File: src/rtl/phase_sequencer.sv
// Phase/channel sequencer: steps a phase counter through 0..MAX_COUNT per channel,
// channels through 0..NUM_CHANNELS-1 per frame, in free-run or one-shot frame mode.
module phase_sequencer #(
    parameter int COUNT_WIDTH  = 6,
    parameter int MAX_COUNT    = 63,
    parameter int NUM_CHANNELS = 8,
    parameter int CH_WIDTH     = 3
) (
    input  logic                   clk,
    input  logic                   rst,
    input  logic                   clk_enable,
    input  logic                   mode,
    input  logic                   start,
    output logic [COUNT_WIDTH-1:0] current_count,
    output logic [CH_WIDTH-1:0]    current_channel,
    output logic                   phase_0,
    output logic                   phase_last,
    output logic                   busy,
    output logic                   frame_done
);

    typedef enum logic [1:0] {
        IDLE = 2'd0,
        RUN  = 2'd1,
        FREE = 2'd2
    } state_t;

    localparam logic [COUNT_WIDTH-1:0] MAX_C   = COUNT_WIDTH'(MAX_COUNT);
    localparam logic [CH_WIDTH-1:0]    LAST_CH = CH_WIDTH'(NUM_CHANNELS - 1);

    state_t                 state_q, state_d;
    logic [COUNT_WIDTH-1:0] count_q, count_d;
    logic [CH_WIDTH-1:0]    channel_q, channel_d;
    logic                   frame_done_q, frame_done_d;

    logic                   active_s;
    logic                   advance_s;
    logic                   count_end_s;
    logic                   chan_end_s;
    logic                   chan_valid_s;
    logic                   frame_wrap_s;
    logic [COUNT_WIDTH-1:0] count_next_s;
    logic [CH_WIDTH-1:0]    channel_next_s;

    assign active_s     = (state_q == RUN) || (state_q == FREE);
    assign advance_s    = active_s && clk_enable;
    // Using >= lets an out-of-range counter fall back to zero on the next advance.
    assign count_end_s  = (count_q >= MAX_C);
    assign chan_end_s   = (channel_q >= LAST_CH);
    assign chan_valid_s = (channel_q <= LAST_CH);
    assign frame_wrap_s = advance_s && count_end_s && chan_end_s;

    // Next phase/channel values for an enabled advance.
    always_comb begin
        count_next_s   = count_q;
        channel_next_s = channel_q;
        if (count_end_s) begin
            count_next_s = '0;
            if (chan_end_s) begin
                channel_next_s = '0;
            end else begin
                channel_next_s = channel_q + CH_WIDTH'(1);
            end
        end else begin
            count_next_s = count_q + COUNT_WIDTH'(1);
            if (chan_valid_s) begin
                channel_next_s = channel_q;
            end else begin
                channel_next_s = '0;
            end
        end
    end

    // FSM next-state and next-output decode.
    always_comb begin
        state_d      = state_q;
        count_d      = count_q;
        channel_d    = channel_q;
        frame_done_d = 1'b0;
        case (state_q)
            IDLE: begin
                count_d   = '0;
                channel_d = '0;
                if (!mode) begin
                    state_d = FREE;
                end else if (start) begin
                    state_d = RUN;
                end else begin
                    state_d = IDLE;
                end
            end
            RUN: begin
                if (frame_wrap_s) begin
                    state_d      = IDLE;
                    count_d      = '0;
                    channel_d    = '0;
                    frame_done_d = 1'b1;
                end else if (advance_s) begin
                    count_d   = count_next_s;
                    channel_d = channel_next_s;
                end else begin
                    count_d   = count_q;
                    channel_d = channel_q;
                end
            end
            FREE: begin
                frame_done_d = frame_wrap_s;
                if (mode) begin
                    state_d   = IDLE;
                    count_d   = '0;
                    channel_d = '0;
                end else if (advance_s) begin
                    count_d   = count_next_s;
                    channel_d = channel_next_s;
                end else begin
                    count_d   = count_q;
                    channel_d = channel_q;
                end
            end
            default: begin
                state_d   = IDLE;
                count_d   = '0;
                channel_d = '0;
            end
        endcase
    end

    // State and registered outputs; reset aborts any frame without a done pulse.
    always_ff @(posedge clk or posedge rst) begin
        if (rst) begin
            state_q      <= IDLE;
            count_q      <= '0;
            channel_q    <= '0;
            frame_done_q <= 1'b0;
        end else begin
            state_q      <= state_d;
            count_q      <= count_d;
            channel_q    <= channel_d;
            frame_done_q <= frame_done_d;
        end
    end

    assign current_count   = count_q;
    assign current_channel = channel_q;
    assign frame_done      = frame_done_q;
    assign busy            = active_s;
    assign phase_0         = advance_s && (count_q == '0);
    assign phase_last      = advance_s && (count_q == MAX_C);

endmodule

File: config.mk
export PLATFORM = sky130hd
export DESIGN_NAME = phase_sequencer
export DESIGN_NICKNAME = d
export VERILOG_FILES = /design/src/rtl/phase_sequencer.sv
export SDC_FILE = /design/constraint.sdc
export NUM_CORES = 1
export LEC_CHECK = 0
export ABC_AREA = 1
export CORE_MARGIN = 2
export CORE_UTILIZATION = 49
export DETAILED_ROUTE_END_ITERATION = 8
export GPL_TIMING_DRIVEN = 0
export PLACE_DENSITY = 0.86
export SETUP_SLACK_MARGIN = 0.02
export SLEW_MARGIN = 20
export SYNTH_ARGS = -nofsm -noshare
export SYNTH_HDL_FRONTEND = slang
export SYNTH_SLANG_ARGS = --single-unit
export TNS_END_PERCENT = 20
File: constraint.sdc
create_clock -name clk -period 1.71 [get_ports clk]
set_clock_uncertainty 0.15 [all_clocks]
set_input_delay 0.171 -clock clk [delete_from_list [all_inputs] [get_ports clk]]
set_output_delay 0.171 -clock clk [all_outputs]
set_load 0.005 [all_outputs]
==> run metrics <==
DRT Pass-1 Iters=4; DR top layer=met4; Metal-1 WL=895 um; CP startpoint kind=register; Synth cell types=20; Cells after DPL=148; CTS tree=done; Pleak=0.000641 uW; fin nets=160; WS Path Type=register to primary output; asr flop ratio synth=100%; Met3 Wirelength=between 100 and 150 um; syn_area_per_cell=7.29 um2; clock latency on the worst-skew pair=290 ps; relative slew slack=68.7%; GR Overflow Total=0; Cell Rows=14; IO buf count=17; routed len/inst=between 10 and 15 um; status=complete, but fails checks; H-tree levels=1; total track usage=roughly 22%; DRC=0; worst path required time=1390 ps; Syn Inst Count=roughly 120; share of the synthesized area in the top cell type=35.8%; Final GP Congestion=0.816; Period minus WS final=1770 ps; Primary FF master, synth=dfrtp_1; Die W=45.4 um; leading area contributor after synthesis=dfrtp_1; Post-Syn Nets=between 100 and 150; Routed Antenna Nets=0; share of post-route cells with drive strength above 1=28.6%; Final Non-Filler Cells=163; Crit. End Element=primary output; Syn Std Cell Area=between 800 and 900 um2; Max rail drop VDD=0.760 mV; Synth warnings=0; total CTS buffers=3; Via density=5.36; Min-Delay Path Class=input port to async pin; achievable frequency=565 MHz; WP data arrival=1450 ps; Clock transition at path regs=80 ps; Bufs on Longest Clock Path=2; Met2 Routed Length=1130 um; P&R area growth vs syn=46.9%; hold_ws=40.5 ps; Worst-Margin Slew=468 ps; PD cells=911 nW/um2; crit share post-route=103%; CORE AREA=1560 um2; clk sink count=12; crit-path max FO=3; flops & latches, synth=12; initial antenna violation count=0; Initial Util=53.8%; RSZ-0062 raised after global routing=yes; Area contributors post-synth=dfrtp_1, nand2_1, ha_1; Hold Vio Cnt, Final=0; Die Y-Extent=45.4 um; failing checks=negative setup slack; IO Count=18; 1st-iter DRT viols=34; setup ws final=-59.8 ps; via count=874; largest net degree at the start of global routing=13; die area=2060 um2; Antenna Diode Count=0; max-cap viol count=0; first-pass GRT wire length=3060 um; number of global-route vias before repair=between 700 and 800; Post-synth EDFFs=0; Post-DP HPWL=1310 um; Seq/Total Area, Yosys=roughly 36%; WL final=2230 um; filler cell count=105; clk root buf=clkbuf_4; Pins Over Slew Limit=0; # setup viols final=2
## flip-flops by register name (all words and copies together), names as in the netlist
| signal | flops |
|---|---|
| state_q | 2 |
| current_count | 6 |
| current_channel | 3 |
| frame_done | 1 |
## cell usage in the layout (no fill, tap or decap)
cell type        netlist  final
buf_2                  0      2
buf_4                  0     11
ha_4                   0      3
clkdlybuf4s50_1        0     13
nand4_2                1      1
dlygate4sd2_1          0      1
nor3_4                 1      1
nor2_2                 4      3
dfrtp_1               12     11
nor2_1                14     14
nand2_4                1      1
a21oi_1                1      1
nor2_4                 1      2
nand2_1               28     27
clkbuf_4               0      3
o21bai_1               1      1
nand3_1               13     11
nor4_4                 0      1
nand3_4                0      1
dlymetal6s2s_1         0      1
nand3_2                1      2
nand2_2                2      2
inv_1                 23     19
inv_2                  1      5
clkbuf_8               0      1
dfrtp_2                0      1
inv_4                  1      1
ha_1                   7      4
xor2_1                 1      1
o21ai_0                1      1
nand2_8                0      1
## kinds of logic after synthesis
group / share of synthesized area (%)
and+or+nand+nor: 39.1
buffers and inverters: 11.5
DFF: 35.8
adders and majority gates: 10.4
AOI/OAI and AO/OA: 2.09
xor gates and xnor gates: 1.04
## critical path, cell delays in order, from the launching register on
cell,delay [ps]
dfrtp_1,430
inv_2,120
ha_4,160
nand3_4,80
nor4_4,220
buf_2,150
## routing by layer
metal	global-route usage, %	vias to the layer above
li1	-	416
met1	24.4	397
met2	35.7	47
met3	4.80	14
met4	15.3	0
met5	0	-
## final cells by class
type	count	area, um2	share of cell area [%]
Clock buffer	4	36.3	2.95
Timing Repair Buffer	28	244	19.8
Inverter	25	96.3	7.83
Tap cell	16	20.0	1.63
Sequential cell	12	302	24.5
Multi-Input combinational cell	78	533	43.3
## synthesized netlist by cell type, types with 2 or more instances
cell type and instances:
inv_1 23, nand2_2 2, ha_1 7, nor2_2 4, dfrtp_1 12, nand3_1 13
nand2_1 28, nor2_1 14
## timing repair
item,in CTS,in global routing
buffers inserted,4,7
gates cloned,0,0
resized for setup,15,14
pin swaps,1,4
hold buffers,0,0
setup endpoints to repair,3,11
## stage by stage
stage               power, uW  TNS (ps)  instance area, um2  utilization, %  worst slack [ps]
floorplan                 553         0                 838               -               177
global placement          667      -609                1030            66.0              -331
detailed placement        676      -626                1030            66.0              -335
CTS                       975      -105                1120            72.1             -97.1
global route             1190      -577                1230            79.0              -134
finish                   1120      -115                1230            79.0             -59.8
## where the power goes
part           internal (uW)  switching [uW]
clock                    130             109
combinational            268             290
sequential               306            18.9
total                    704             418
## path summary, 6_finish.rpt
kind | from | to | slack, ps | depth (start not counted)
max | current_count[0]$_DFF_PP0_ | phase_0 | -60 | 5
min | rst | frame_done$_DFF_PP0_ | 40 | 2
max reg2reg | state_q[1]$_DFFE_PP0P_ | current_channel[1]$_DFF_PP0_ | 20 | 10
min reg2reg | current_channel[0]$_DFF_PP0_ | current_channel[0]$_DFF_PP0_ | 530 | 4
max in group asynchronous | rst | current_count[1]$_DFF_PP0_ | 1020 | 2
min in group clk | start | state_q[0]$_DFFE_PP0P_ | 400 | 5
(Power assumes the default switching activity.)
